$ cat src/rtl/spi_ctrl_pkg.sv
// Shared definitions for the SPI register-access slave controller.
//   state_t          frame sequencing states
//   RW_BIT           position of the read/write flag in the command byte (1 = read)
//   STATUS_BYTE_DEF  default byte returned on MISO while the command byte is shifted in
//   FILL_BYTE        byte returned on MISO during write data bytes
package spi_ctrl_pkg;

    typedef enum logic [1:0] {
        IDLE,
        CMD,
        RDATA,
        WDATA
    } state_t;

    localparam int unsigned RW_BIT          = 7;
    localparam logic [7:0]  STATUS_BYTE_DEF = 8'hA5;
    localparam logic [7:0]  FILL_BYTE       = 8'h00;

    // MSB-first serial shift-in of one bit.
    function automatic logic [7:0] shift_in(input logic [7:0] cur, input logic bit_in);
        return {cur[6:0], bit_in};
    endfunction

endpackage

$ cat src/rtl/spi_sync_edge.sv
// Multi-stage synchroniser with edge detection for one asynchronous input.
//   clk       system clock
//   reset     asynchronous active-high reset (chain clears to 0)
//   async_in  asynchronous input pin
//   level     synchronised level
//   rise      1-clk pulse on a synchronised 0->1 transition
//   fall      1-clk pulse on a synchronised 1->0 transition
module spi_sync_edge #(
    parameter int unsigned SYNC_STAGES = 2
) (
    input  logic clk,
    input  logic reset,
    input  logic async_in,
    output logic level,
    output logic rise,
    output logic fall
);

    logic [SYNC_STAGES-1:0] sync_chain;
    logic                   prev;

    always_ff @(posedge clk or posedge reset) begin
        if (reset) begin
            sync_chain <= '0;
            prev       <= 1'b0;
        end else begin
            sync_chain <= {sync_chain[SYNC_STAGES-2:0], async_in};
            prev       <= sync_chain[SYNC_STAGES-1];
        end
    end

    assign level = sync_chain[SYNC_STAGES-1];
    assign rise  = level & ~prev;
    assign fall  = ~level & prev;

endmodule

$ cat src/rtl/spi_reg_slave_ctrl.sv
// SPI mode-0 slave, oversampled on the system clock, giving addressed burst access to a
// local register bank. Byte 0 is {rw, addr}; following bytes are written to, or read
// from, consecutive addresses starting at addr.
//   clk, reset           system clock, asynchronous active-high reset
//   spi_clk, cs_n, mosi  asynchronous SPI pins from the master
//   miso, miso_oe        serial output (MSB first) and its enable (high during a frame)
//   reg_addr             register address qualified by reg_we / reg_re
//   reg_wdata, reg_we    write data and 1-clk write strobe
//   reg_re, reg_rdata    1-clk read strobe; read data returned one clk later
//   busy                 high whenever a frame is in progress
//   frame_err            1-clk pulse when cs_n rises part way through a byte
module spi_reg_slave_ctrl
    import spi_ctrl_pkg::*;
#(
    parameter int unsigned ADDR_W      = 7,
    parameter int unsigned SYNC_STAGES = 2,
    parameter logic [7:0]  STATUS_BYTE = STATUS_BYTE_DEF
) (
    input  logic              clk,
    input  logic              reset,
    input  logic              spi_clk,
    input  logic              cs_n,
    input  logic              mosi,
    output logic              miso,
    output logic              miso_oe,
    output logic [ADDR_W-1:0] reg_addr,
    output logic [7:0]        reg_wdata,
    output logic              reg_we,
    output logic              reg_re,
    input  logic [7:0]        reg_rdata,
    output logic              busy,
    output logic              frame_err
);

    logic sclk_level, sclk_rise, sclk_fall;
    logic cs_level, cs_rise, cs_fall;
    logic mosi_level, mosi_rise, mosi_fall;

    spi_sync_edge #(.SYNC_STAGES(SYNC_STAGES)) u_sync_sclk (
        .clk      (clk),
        .reset    (reset),
        .async_in (spi_clk),
        .level    (sclk_level),
        .rise     (sclk_rise),
        .fall     (sclk_fall)
    );

    spi_sync_edge #(.SYNC_STAGES(SYNC_STAGES)) u_sync_cs (
        .clk      (clk),
        .reset    (reset),
        .async_in (cs_n),
        .level    (cs_level),
        .rise     (cs_rise),
        .fall     (cs_fall)
    );

    // mosi shares the synchroniser depth with spi_clk so data and clock stay aligned.
    spi_sync_edge #(.SYNC_STAGES(SYNC_STAGES)) u_sync_mosi (
        .clk      (clk),
        .reset    (reset),
        .async_in (mosi),
        .level    (mosi_level),
        .rise     (mosi_rise),
        .fall     (mosi_fall)
    );

    state_t            state;
    logic [2:0]        bit_cnt;
    logic [7:0]        rx_shift;
    logic [7:0]        tx_shift;
    logic [7:0]        tx_buf;
    logic [ADDR_W-1:0] ptr;
    logic              armed;
    logic              rd_pend;
    logic [7:0]        rx_next;
    logic [ADDR_W-1:0] cmd_addr;

    assign rx_next  = shift_in(rx_shift, mosi_level);
    assign cmd_addr = rx_next[ADDR_W-1:0];

    always_ff @(posedge clk or posedge reset) begin
        if (reset) begin
            state     <= IDLE;
            bit_cnt   <= 3'd0;
            rx_shift  <= 8'h00;
            tx_shift  <= 8'h00;
            tx_buf    <= 8'h00;
            ptr       <= '0;
            armed     <= 1'b0;
            rd_pend   <= 1'b0;
            miso      <= 1'b0;
            miso_oe   <= 1'b0;
            reg_addr  <= '0;
            reg_wdata <= 8'h00;
            reg_we    <= 1'b0;
            reg_re    <= 1'b0;
            busy      <= 1'b0;
            frame_err <= 1'b0;
        end else begin
            reg_we    <= 1'b0;
            reg_re    <= 1'b0;
            frame_err <= 1'b0;

            // Read data arrives one clk after reg_re; park it for the next byte boundary.
            rd_pend <= reg_re;
            if (rd_pend) begin
                tx_buf <= reg_rdata;
            end

            // A frame already in progress at reset release is ignored until cs_n is seen high.
            if (cs_level) begin
                armed <= 1'b1;
            end

            if (cs_rise) begin
                // End of frame takes priority over any simultaneous spi_clk edge.
                if (bit_cnt != 3'd0) begin
                    frame_err <= 1'b1;
                end
                state   <= IDLE;
                busy    <= 1'b0;
                miso_oe <= 1'b0;
                miso    <= 1'b0;
                bit_cnt <= 3'd0;
            end else if (cs_fall && armed && state == IDLE) begin
                state    <= CMD;
                busy     <= 1'b1;
                miso_oe  <= 1'b1;
                bit_cnt  <= 3'd0;
                tx_shift <= STATUS_BYTE;
                miso     <= STATUS_BYTE[7];
            end else if (state != IDLE) begin
                if (sclk_rise) begin
                    rx_shift <= rx_next;
                    bit_cnt  <= bit_cnt + 3'd1;
                    if (bit_cnt == 3'd7) begin
                        unique case (state)
                            CMD: begin
                                if (rx_next[RW_BIT]) begin
                                    reg_re   <= 1'b1;
                                    reg_addr <= cmd_addr;
                                    ptr      <= cmd_addr + ADDR_W'(1);
                                    state    <= RDATA;
                                end else begin
                                    ptr    <= cmd_addr;
                                    tx_buf <= FILL_BYTE;
                                    state  <= WDATA;
                                end
                            end
                            RDATA: begin
                                // Prefetch for the next byte; the last one of a frame goes unused.
                                reg_re   <= 1'b1;
                                reg_addr <= ptr;
                                ptr      <= ptr + ADDR_W'(1);
                            end
                            WDATA: begin
                                reg_we    <= 1'b1;
                                reg_addr  <= ptr;
                                reg_wdata <= rx_next;
                                ptr       <= ptr + ADDR_W'(1);
                                tx_buf    <= FILL_BYTE;
                            end
                            IDLE: ;
                        endcase
                    end
                end else if (sclk_fall) begin
                    if (bit_cnt == 3'd0) begin
                        tx_shift <= tx_buf;
                        miso     <= tx_buf[7];
                    end else begin
                        tx_shift <= {tx_shift[6:0], 1'b0};
                        miso     <= tx_shift[6];
                    end
                end
            end
        end
    end

    logic unused_sig;
    assign unused_sig = ^{sclk_level, mosi_rise, mosi_fall, rx_shift[7], tx_shift[7]};

endmodule

$ cat config.mk
export PLATFORM = sky130hd
export DESIGN_NAME = spi_reg_slave_ctrl
export DESIGN_NICKNAME = d
export VERILOG_FILES = /design/src/rtl/spi_ctrl_pkg.sv /design/src/rtl/spi_sync_edge.sv /design/src/rtl/spi_reg_slave_ctrl.sv
export SDC_FILE = /design/constraint.sdc
export NUM_CORES = 1
export LEC_CHECK = 0
export CAP_MARGIN = 20
export CORE_MARGIN = 4
export CORE_UTILIZATION = 60
export DETAILED_ROUTE_END_ITERATION = 16
export HOLD_SLACK_MARGIN = 0.05
export PLACE_DENSITY = 0.84
export SYNTH_ARGS = -nofsm -noshare
export SYNTH_HDL_FRONTEND = slang
export SYNTH_SLANG_ARGS = --single-unit
export TNS_END_PERCENT = 5
$ cat constraint.sdc
create_clock -name clk -period 4.7 [get_ports clk]
set_input_delay 0.94 -clock clk [delete_from_list [all_inputs] [get_ports clk]]
set_output_delay 0.94 -clock clk [all_outputs]
set_load 0.02 [all_outputs]
# Word level (Yosys, flattened, before mapping)
# Index checks and enable logic that the tools add are counted.
# Widths: inputs -> output; s select.
[op_classes]
n_addsub = 3
eq_ne = 7
mux = 51
bitwise = 10
n_reduce_logical = 24
[ops]
columns = ["operator", "n"]
rows = [
  ["$mux 8", 7],
  ["$mux 7", 7],
  ["$pmux 7 s2", 2],
  ["$mux 1", 23],
  ["$reduce_bool 3->1", 6],
  ["$pmux 8 s2", 1],
  ["$add 7x1->7 const B", 2],
  ["$mux 2", 6],
  ["$mux 3", 4],
  ["$reduce_and 4->1", 3],
  ["$reduce_and 6->1", 2],
  ["$reduce_bool 2->1", 5],
  ["$reduce_and 7->1", 1],
  ["$not 1->1", 6],
  ["$and 1x1->1", 4],
  ["$eq 2x2->1 const B", 2],
  ["$add 3x1->3 const B", 1],
  ["$eq 3x3->1 const B", 1],
  ["$logic_not 3->1", 1],
  ["$ne 3x1->1 const B", 1],
  ["$reduce_and 3->1", 1],
  ["$eq 2x1->1 const B", 1],
  ["$logic_and 1x1->1", 2],
  ["$logic_not 2->1", 1],
  ["5 further kinds", 5],
]
[totals]
reg_bits = 64
elab_cells = 115
output_inout_bits = 21
input_bits = 13

# Longest topological paths before layout
# Gate-level depths: netlist of run 1.
[depth]
depth_word = 8
depth_mapped = 8
depth_no_buf = 6

# Hierarchy
# From an unflattened synthesis of run 1, not the netlist that was laid out.
[hier_totals]
hier_cells = 267
hier_area_um2 = 2995.4
[modules_own_cells]
columns = ["module", "instances", "area_per_inst_um2", "cells_each", "seq_area_each_um2"]
rows = [
  ["spi_reg_slave_ctrl", 1, 2713.9, 249, 1401.3],
  ["spi_sync_edge", 3, 93.8, 6, 75.1],
]

# Worst setup path after synthesis of run 1
# OpenSTA, ideal clock, no wires.
[synth_timing]
path_kind = "register to register"
startpoint = "register state[0]"
endpoint = "register reg_addr[0]"
n_path_buf = 1
path_stages_with_launch = 8
slack_ns = 2.903
t_arrival_ns = 1.672
t_required_ns = 4.575
setup_ns = 0.125
synth_period_minus_slack_ns = 1.797
path_cell_list = "dfrtp_1 > inv_1 > ha_1 > nor3b_2 > buf_6 > nand3_4 > nor2_8 > mux2_2"
[synth_between]
elab_chain_cells = 4
word_cells_on_any_way = 12
classes_between = "eq/ne (4); mux (1); bitwise (1); reduce/logical (6)"
[synth_lines]
columns = ["element", "line", "text"]
rows = [
  ["start, declared", "spi_reg_slave_ctrl.sv:67", "state_t state;"],
  ["start signal, assigned", "spi_reg_slave_ctrl.sv:83", "state <= IDLE;"],
  ["start signal, assigned", "spi_reg_slave_ctrl.sv:120", "state <= IDLE;"],
  ["start signal, assigned", "spi_reg_slave_ctrl.sv:126", "state <= CMD;"],
  ["$eq 2x2->1 / $logic_not 2->1 (equally long branches)", "spi_reg_slave_ctrl.sv:137, spi_reg_slave_ctrl.sv:125", ""],
  ["$reduce_or 2->1 (no line) / $logic_and 1x1->1 (equally long branches)", "-", ""],
  ["$reduce_bool 2->1 (no line) / $not 1->1 (equally long branches)", "-", ""],
  ["$reduce_and 7->1 (no line)", "-", ""],
  ["end signal, assigned", "spi_reg_slave_ctrl.sv:141", "reg_addr <= cmd_addr;"],
  ["end signal, assigned", "spi_reg_slave_ctrl.sv:153", "reg_addr <= ptr;"],
  ["end signal, assigned", "spi_reg_slave_ctrl.sv:158", "reg_addr <= ptr;"],
  ["end, declared", "spi_reg_slave_ctrl.sv:26", "output logic [ADDR_W-1:0] reg_addr,"],
]
# Parallel ways exist; a longest one is shown, timed or not.
# A chain may end at the register's enable or synchronous reset.

# Worst setup path after layout of run 1
[layout_timing]
startpoint = "register state[0]"
endpoint = "register tx_buf[1]"
[layout_between]
elab_chain_cells = 7
word_cells_on_any_way = 11
classes_between = "eq/ne (2); mux (6); reduce/logical (3)"
[layout_lines]
columns = ["element", "line", "text"]
rows = [
  ["$eq 2x2->1 / $eq 2x1->1 (equally long branches)", "spi_reg_slave_ctrl.sv:137", "unique case (state)"],
  ["$pmux 8 s2", "spi_reg_slave_ctrl.sv:137", ""],
  ["$mux 8", "spi_reg_slave_ctrl.sv:136", "if (bit_cnt == 3'd7) begin"],
  ["$mux 8", "spi_reg_slave_ctrl.sv:133", "if (sclk_rise) begin"],
  ["$mux 8", "spi_reg_slave_ctrl.sv:132", "end else if (state != IDLE) begin"],
  ["$mux 8 (*)", "spi_reg_slave_ctrl.sv:125", "end else if (cs_fall && armed && state == IDLE) begin"],
  ["$mux 8 (*)", "spi_reg_slave_ctrl.sv:115", "if (cs_rise) begin"],
  ["end signal, assigned", "spi_reg_slave_ctrl.sv:107", "tx_buf <= reg_rdata;"],
  ["end, declared", "spi_reg_slave_ctrl.sv:71", "logic [7:0] tx_buf;"],
]
# Every way passes the cells marked *; elsewhere a longest branch is shown, timed or not.

==> results of run 1 <==
-- stage by stage --
step,setup slack (ps),cells,power (mW)
after global routing,1980,378,1.38
final,2220,378,1.32
after CTS,2190,378,1.33
after floorplan,2160,271,0.739
after detailed placement,2210,362,0.796
after global placement,2340,362,0.784
-- power by group through the flow --
stage	Combinational (mW)	Sequential, mW	Clock, mW
global route	0.177	0.641	0.566
detailed placement	0.153	0.643	0
global placement	0.147	0.637	0
floorplan	0.110	0.629	0
finish	0.154	0.635	0.530
CTS	0.156	0.633	0.540
-- worst paths after layout --
check,startpoint,end
worst max-delay path,state[0]$_DFFE_PP0P_,tx_buf[1]$_DFF_PP0_
worst min-delay path,u_sync_mosi.sync_chain[0]$_DFF_PP0_,u_sync_mosi.sync_chain[1]$_DFF_PP0_
worst max register to register,state[0]$_DFFE_PP0P_,tx_buf[1]$_DFF_PP0_
worst min register to register,u_sync_mosi.sync_chain[0]$_DFF_PP0_,u_sync_mosi.sync_chain[1]$_DFF_PP0_
max in group asynchronous,reset,ptr[3]$_DFFE_PP0P_
min in group asynchronous,reset,u_sync_sclk.sync_chain[1]$_DFF_PP0_
-- cells in the final DEF, fill, tap and decap left out, types with 3 or more instances in the layout --
cell type,synthesis,layout
mux2_2,20,20
clkdlybuf4s50_1,0,33
xnor2_1,3,3
inv_1,8,7
mux2i_1,13,13
nor2_1,20,20
nand2_1,44,44
nand2b_1,3,3
a21oi_1,15,15
ha_1,11,11
nand3_1,5,5
clkbuf_8,0,9
o21ai_0,16,16
dfrtp_1,64,64
nor3_1,4,4
-- flip-flops by register name, summed over array words and instances, names as in the netlist, 2 cells and up --
register                cells
u_sync_cs.sync_chain        2
state                       2
rx_shift                    7
bit_cnt                     3
tx_buf                      8
tx_shift                    7
reg_wdata                   8
ptr                         7
reg_addr                    7
u_sync_mosi.sync_chain      2
u_sync_sclk.sync_chain      2
-- critical path: stages (launching register included) --
cell and delay, ps:
dfrtp_1 410, inv_1 110, ha_1 260, nor3b_2 760, nand3_4 200, nor2_1 480, nor2_1 120
-- final cells by class --
cell class,count,share of cell area [%]
Sequential cell,64,44.8
Multi-Input combinational cell,189,36.3
Timing Repair Buffer,34,9.44
Clock buffer,9,3.46
Clock inverter,7,2.87
Tap cell,67,2.34
Inverter,8,0.839
-- layer usage --
| layer | track usage [%] | share of wire (%) | vias to the layer above |
|---|---|---|---|
| li1 | - | - | 1011 |
| met1 | 29.7 | 46 | 1013 |
| met2 | 33.9 | 48 | 49 |
| met3 | 5.96 | 4.1 | 11 |
| met4 | 8.74 | 2.0 | 0 |
| met5 | 0 | 0 | - |
-- cell families after synthesis --
family | after synthesis | share of synthesized area [%]
compound gates | 41 | 7.58
xor+xnor | 5 | 1.47
fa+ha+maj | 11 | 4.61
buf+inv | 18 | 2.97
flops | 64 | 53.6
mux | 34 | 12.3
simple gates | 98 | 17.5
==> flow_summary.json, run 1 <==
{
  "status": "finished, final reports clean",
  "slew_viol_final": 0,
  "maxCapViolCount": 0,
  "clk_path_buf_depth": 2,
  "yosysTopAreaCellShare_pct": 53.6,
  "period_share_pct": 52.7,
  "worst-path-max-fanout": 10,
  "finalWeightedCongestion": 0.857,
  "drive_gt1_share_pct": 15.1,
  "min_path_type": "reg2reg",
  "fill_cells": 337,
  "ys_ff_latch": 64,
  "cts-root-buf": "clkbuf_8",
  "clockPowerShare_pct": 40.2,
  "synth.area.top_cells": "dfrtp_1 (54%), mux2_2 (7.5%), nand2_1 (5.5%), ha_1 (4.6%), mux2i_1 (4.4%)",
  "hold_slack_ps": 352,
  "yosysWarnings": 0,
  "nets": 330,
  "clkTransAtPathRegs_ps": 70,
  "ys.flop_type": "dfrtp_1",
  "setup_viol": 0,
  "postCtsSetupRepairBufs": 0,
  "path_class": "reg2reg",
  "post-route-drc-count": 0,
  "area_growth_pct": 19.7,
  "slew_headroom_pct": 39.9,
  "routedWlPerCell_um": 15.7,
  "cp-start-kind": "flop",
  "insertedDiodeCount": 0,
  "hold_violations": 0,
  "crit_arrival_ps": 2680,
  "syn_inst": 271,
  "fmax_ghz": 0.404,
  "synthTopCellsByCount": "dfrtp_1 (64), nand2_1 (44), mux2_2 (20), nor2_1 (20), o21ai_0 (16)",
  "drt-initial-drc-count": 176,
  "cts_buffers": 9,
  "antenna_found_initial": 0,
  "placed_area_sq_um": 3350,
  "power.share.combinational_pct": 11.7,
  "antenna_left": 0,
  "cts-htree-levels": 3,
  "p_sw_share_pct": 27.2,
  "port_buffers": 33,
  "yosysSeqAreaShare_pct": 53.6,
  "post-route-min-period_ps": 2480,
  "multi_input_area_sq_um": 1300,
  "globalRouteTotalUtil_pct": 22.0,
  "die_width_um": 78.6,
  "cts_hold_buf": 0,
  "yosysUniqueCellTypes": 42,
  "cp.required_ps": 4900,
  "p_sw_mw": 0.358,
  "syn_nets": 295,
  "vias": 2084,
  "vias_per_cell": 5.51,
  "synth_edf_count": 0,
  "setup_tns_ps": 0,
  "firstDrtPassIters": 5,
  "fin_area_sq_um": 3580,
  "ios": 34,
  "leakage_nw": 1.68,
  "irDropWorstVdd_mv": 0.263,
  "seqPwrFrac_pct": 48.1,
  "initial_core_util_pct": 62.4,
  "grt_setup_unrepaired": "no",
  "die_height_um": 78.6,
  "synth_top_area_cell": "dfrtp_1",
  "synth.most_common_cell": "dfrtp_1",
  "final_core_util_pct": 74.7,
  "grt_max_degree": 35,
  "tightest_slew_ps": 898,
  "post_cts_resized": 0,
  "setup.worst_path.end_class": "flop",
  "seq_area_sq_um": 1600,
  "num_rows": 25,
  "cts_tree": "yes",
  "hold_depth": 0,
  "grt_pass1_vias": 2109,
  "avgSynthCellArea_sq_um": 11.0,
  "synthArstFlopShare_pct": 100,
  "cts.sinks": 64,
  "p_int_mw": 0.960,
  "syn_area_sq_um": 2990,
  "clkLatencyLatePin_ps": 340,
  "grt_pass1_wl_mm": 10.3,
  "p_per_area_nw_per_um2": 369,
  "worst-r2r-cell-count": 6,
  "timing.reg2reg.setup_slack_ps": 2220,
  "routed_wl_mm": 5.93,
  "dieArea_sq_um": 6170,
  "dp_hpwl_mm": 4.09,
  "grt_overflow": 0,
  "core-area_sq_um": 4790,
  "skew_ps": 9.40
}
Power figures use the tool's default switching activity.
==> run 2, diff against run 1 <==
Settings changed: CORE_UTILIZATION 60 to 56, PLACE_DENSITY 0.84 to 0.8.
Clock period 4.7 ns to 2.37 ns, I/O delays scaled along.
==> run 2 against run 1 <==
  * First-iteration DRC count grew 15%
  * Clock skew grew 1.3 ps
  * Sequential share of layout area shrank 0.53 points
  * Power grew 99%
  * Flip-flop and latch count is the same
  * Core utilization shrank 4.3 points
  * Sequential power grew 97%
  * Critical path depth grew 1
  * Count of clock-buffer cells in the layout grew 2
  * Combinational power grew 97%
  * Global-route usage shrank 0.67 points
  * Largest cell class unchanged
==> flow_summary.json, run 2 (same netlist as run 1, synthesis figures left out) <==
{
  "die_height_um": 81.0,
  "maxCapViolCount": 0,
  "globalRouteTotalUtil_pct": 21.4,
  "routedWlPerCell_um": 15.7,
  "num_rows": 26,
  "reg_top3": "reg_wdata x8, tx_buf x8",
  "port_buffers": 33,
  "crit_arrival_ps": 2200,
  "antenna_left": 0,
  "insertedDiodeCount": 0,
  "r2r_start": "state[0]$_DFFE_PP0P_",
  "post_cts_resized": 0,
  "cp.required_ps": 2600,
  "grt_max_degree": 65,
  "crit_start": "state[0]$_DFFE_PP0P_",
  "worst-path-max-fanout": 10,
  "hold_violations": 0,
  "cts-root-buf": "clkbuf_8",
  "postCtsSetupRepairBufs": 0,
  "clkTransAtPathRegs_ps": 70,
  "irDropWorstVdd_mv": 0.411,
  "initial_core_util_pct": 58.1,
  "clkLatencyLatePin_ps": 350,
  "post-route-min-period_ps": 1970,
  "grt_overflow": 0,
  "fill_cells": 412,
  "drt-initial-drc-count": 202,
  "crit_family": "simple AND/OR/NAND/NOR gates",
  "routed_wl_mm": 6.02,
  "detailedPlace.worstSlack_ps": 391,
  "p_per_area_nw_per_um2": 725,
  "fin_total_pwr_mw": 2.63,
  "dp_hpwl_mm": 4.12,
  "setup_tns_ps": 0,
  "clk_path_buf_depth": 2,
  "layout_commonest_cell": "dfrtp_1",
  "cp-start-kind": "flop",
  "vias": 2127,
  "cts_hold_buf": 0,
  "slew_headroom_pct": 60.1,
  "grt_pass1_vias": 2190,
  "grt_pass1_wl_mm": 10.5,
  "critical_path.cell_chain": "inv_1 > ha_1 > nor3b_2 > buf_4 > nand3_4 > nor2_8 > mux2_2",
  "antenna_found_initial": 0,
  "firstDrtPassIters": 4,
  "tightest_slew_ps": 594,
  "min_path_type": "reg2reg",
  "setup_viol": 0,
  "core-area_sq_um": 5140,
  "finalWeightedCongestion": 0.780,
  "setup_slack_ps": 396,
  "cp_slowest_stage_delay_ps": 400,
  "ios": 34,
  "skew_ps": 10.7,
  "drive_gt1_share_pct": 15.9,
  "area_growth_pct": 21.1,
  "post-route-drc-count": 0,
  "die_width_um": 81.0,
  "grt_setup_unrepaired": "no",
  "period_share_pct": 83.3,
  "nets": 333,
  "cts_buffers": 9,
  "path_class": "reg2reg",
  "cts_tree": "yes",
  "hp-start": "u_sync_cs.sync_chain[0]$_DFF_PP0_",
  "status": "finished, final reports clean",
  "cts.sinks": 64,
  "crit_buf_inv": 2,
  "fmax_ghz": 0.506,
  "slew_viol_final": 0,
  "final_cell_mix": "dfrtp_1 (64), nand2_1 (44), clkdlybuf4s50_1 (33)",
  "vias_per_cell": 5.54,
  "setup.worst_path.end_class": "flop",
  "cts-htree-levels": 3,
  "leakage_nw": 1.71,
  "cp_slowest_cell": "dfrtp_1",
  "dieArea_sq_um": 6570
}
## run 2: changes by cell type in the layout (fill, tap and decap cells not counted)
cell,before,now
clkbuf_8,9,11
clkinvlp_4,1,0
buf_12,0,1
buf_4,1,3
clkinv_4,2,1
clkinv_2,0,2
inv_6,2,0
## run 2: cell type report
type	instances	area [sq um]	area share, %
clock inverter	5	78.8	2.18
inverter	8	30.0	0.830
clock buffer	11	151	4.18
multi-input combinational	189	1300	35.8
timing repair buffer	37	373	10.3
tap	70	87.6	2.42
sequential	64	1600	44.2
## run 2: through the flow
step / cell area (sq um) / std cells / utilization, % / hold WS, ps
2_1_floorplan: 2990 / 271 / - / 331
3_3_place_gp: 3390 / 368 / 65.9 / 333
3_5_place_dp: 3390 / 368 / 65.9 / 338
4_1_cts: 3620 / 384 / 70.4 / 353
5_1_grt: 3620 / 384 / 70.4 / 362
6_report: 3620 / 384 / 70.4 / 351
## run 2: worst paths after layout
path / endpoint / depth (start not counted) / slack, ps
max reg2reg: reg_addr[0]$_DFFE_PP0P_ / 7 / 400
max: reg_addr[0]$_DFFE_PP0P_ / 7 / 400
min reg2reg: u_sync_cs.sync_chain[1]$_DFF_PP0_ / 0 / 350
min: u_sync_cs.sync_chain[1]$_DFF_PP0_ / 0 / 350
max in group asynchronous: ptr[4]$_DFFE_PP0P_ / 3 / 1580
min in group asynchronous: rx_shift[4]$_DFFE_PP0P_ / 3 / 530
## run 2: report_power, final
group	leakage, nW	total [mW]	internal [mW]	switching, mW
combinational	0.733	0.304	0.148	0.156
sequential	0.856	1.25	1.16	0.0961
clock	0.119	1.07	0.647	0.421
total	1.71	2.63	1.95	0.673
## run 2: layer usage
layer | routed length [um] | vias up | GRT usage, %
met5 | 0 | - | 0
met4 | 102 | 0 | 11.7
met3 | 267 | 10 | 4.55
met2 | 2840 | 41 | 30.6
met1 | 2810 | 1068 | 30.3
li1 | - | 1008 | -
==> run 3, diff against run 2 <==
Clock period 2.37 ns to 1.9 ns, I/O delays scaled along.
==> run 3 against run 2 <==
  * Hold slack lost 0.50 ps
  * Power increased by 9.5%
  * Cell count up 1.6%
  * Clock power fell by 15%
  * Sequential share of layout area fell by 0.20 points
  * Combinational power up 32%
  * Non-clock buffer count is 9 higher
  * Critical path type unchanged
  * Largest power group unchanged
==> flow_summary.json, run 3 (same netlist as run 1, synthesis figures left out) <==
{
  "status": "finished, final reports clean",
  "post_cts_resized": 0,
  "core-area_sq_um": 5140,
  "cp.required_ps": 2120,
  "path_class": "reg2reg",
  "tightest_slew_ps": 511,
  "p_per_area_nw_per_um2": 791,
  "grt_setup_unrepaired": "no",
  "postCtsSetupRepairBufs": 0,
  "grt_pass1_wl_mm": 10.1,
  "reg_top3": "reg_wdata x8, tx_buf x8",
  "insertedDiodeCount": 0,
  "r2r_end": "reg_addr[1]$_DFFE_PP0P_",
  "fin_total_pwr_mw": 2.88,
  "min_path_type": "reg2reg",
  "use_met3_pct": 6.43,
  "vias": 2163,
  "setup.worst_path.end_class": "flop",
  "drt-initial-drc-count": 146,
  "fill_cells": 391,
  "crit_start": "state[0]$_DFFE_PP0P_",
  "layout_commonest_cell": "dfrtp_1",
  "irDropWorstVdd_mv": 0.572,
  "grt_max_degree": 30,
  "timing.reg2reg.setup_slack_ps": 130,
  "instances_no_fill": 390,
  "antenna_found_initial": 0,
  "skew_ps": 6.08,
  "cp-start-kind": "flop",
  "fmax_ghz": 0.566,
  "cts-htree-levels": 3,
  "hold_violations": 0,
  "die_width_um": 81.0,
  "ios": 34,
  "cts_tree": "yes",
  "clk_path_buf_depth": 2,
  "routed_wl_mm": 5.87,
  "r2r_start": "state[0]$_DFFE_PP0P_",
  "use_met2_pct": 28.7,
  "nets": 342,
  "dp_hpwl_mm": 4.21,
  "worst-path-max-fanout": 10,
  "grt_util_met1_pct": 29.8,
  "drive_gt1_share_pct": 17.8,
  "place_inst": 377,
  "die_height_um": 81.0,
  "globalRouteTotalUtil_pct": 20.6,
  "top_usage_layer": "met1",
  "grt_pass1_vias": 2177,
  "antenna_left": 0,
  "area_growth_pct": 21.7,
  "cp-endpoint": "reg_addr[1]$_DFFE_PP0P_",
  "slew_viol_final": 0,
  "num_rows": 26,
  "port_buffers": 33,
  "cts-root-buf": "clkbuf_8",
  "period_share_pct": 93.0,
  "final_cell_mix": "dfrtp_1 (64), nand2_1 (44), clkdlybuf4s50_1 (33)",
  "leakage_nw": 1.71,
  "setup_viol": 0,
  "cts.sinks": 64,
  "cts_buffers": 9,
  "routedWlPerCell_um": 15.0,
  "post-route-drc-count": 0,
  "crit_arrival_ps": 1990,
  "initial_core_util_pct": 58.1,
  "worst-r2r-cell-count": 7,
  "grt_overflow": 0,
  "maxCapViolCount": 0,
  "vias_per_cell": 5.55,
  "finalWeightedCongestion": 0.872,
  "post-route-min-period_ps": 1770,
  "slew_headroom_pct": 65.9,
  "clkTransAtPathRegs_ps": 60,
  "cts_hold_buf": 0,
  "dieArea_sq_um": 6570,
  "clkLatencyLatePin_ps": 330,
  "setup_tns_ps": 0,
  "firstDrtPassIters": 4
}
[run 3: per-stage QoR]
step,hold slack (ps),area (sq um),util [%],worst slack [ps]
floorplan,331,2990,-,103
global placement,333,3470,67.6,75.8
detailed placement,335,3470,67.6,5.53
CTS,349,3610,70.3,2.03
global route,354,3640,70.7,17.4
finish,351,3640,70.7,133
[run 3: layer usage]
metal,share of wire (%),up-vias
met5,0,-
met4,1.9,0
met3,4.9,11
met2,45,69
met1,48,1051
li1,-,1032
[run 3: worst min path at each step]
stage,from,end,depth (start not counted),slack (ps)
2_1_floorplan,u_sync_cs.sync_chain[0]$_DFF_PP0_,u_sync_cs.sync_chain[1]$_DFF_PP0_,0,330
3_3_place_gp,u_sync_sclk.sync_chain[0]$_DFF_PP0_,u_sync_sclk.sync_chain[1]$_DFF_PP0_,0,330
3_5_place_dp,u_sync_sclk.sync_chain[0]$_DFF_PP0_,u_sync_sclk.sync_chain[1]$_DFF_PP0_,0,330
4_1_cts,u_sync_sclk.sync_chain[0]$_DFF_PP0_,u_sync_sclk.sync_chain[1]$_DFF_PP0_,0,350
5_1_grt,u_sync_mosi.sync_chain[0]$_DFF_PP0_,u_sync_mosi.sync_chain[1]$_DFF_PP0_,0,350
6_report,u_sync_mosi.sync_chain[0]$_DFF_PP0_,u_sync_mosi.sync_chain[1]$_DFF_PP0_,0,350
[run 3: where the power goes]
part / switching [mW] / total [mW] / internal (mW)
clock: 0.463 / 0.911 / 0.447
sequential: 0.119 / 1.56 / 1.45
combinational: 0.201 / 0.402 / 0.202
[run 3: critical path, cell delays in order (launching register included)]
cell and delay (ps):
dfrtp_1 340, inv_1 100, ha_4 190, nor3b_2 170, buf_6 190, nand3_4 120, nor2_8 180, mux2_2 350
[run 3: cell type report]
class / instances / area, sq um / area share [%]
clock inverters: 2 / 10.0 / 0.275
repair buffers: 46 / 457 / 12.6
well taps: 70 / 87.6 / 2.41
flip-flops and latches: 64 / 1600 / 44.0
clock buffers: 11 / 131 / 3.61
multi-input cells: 189 / 1320 / 36.2
inverters: 8 / 33.8 / 0.929
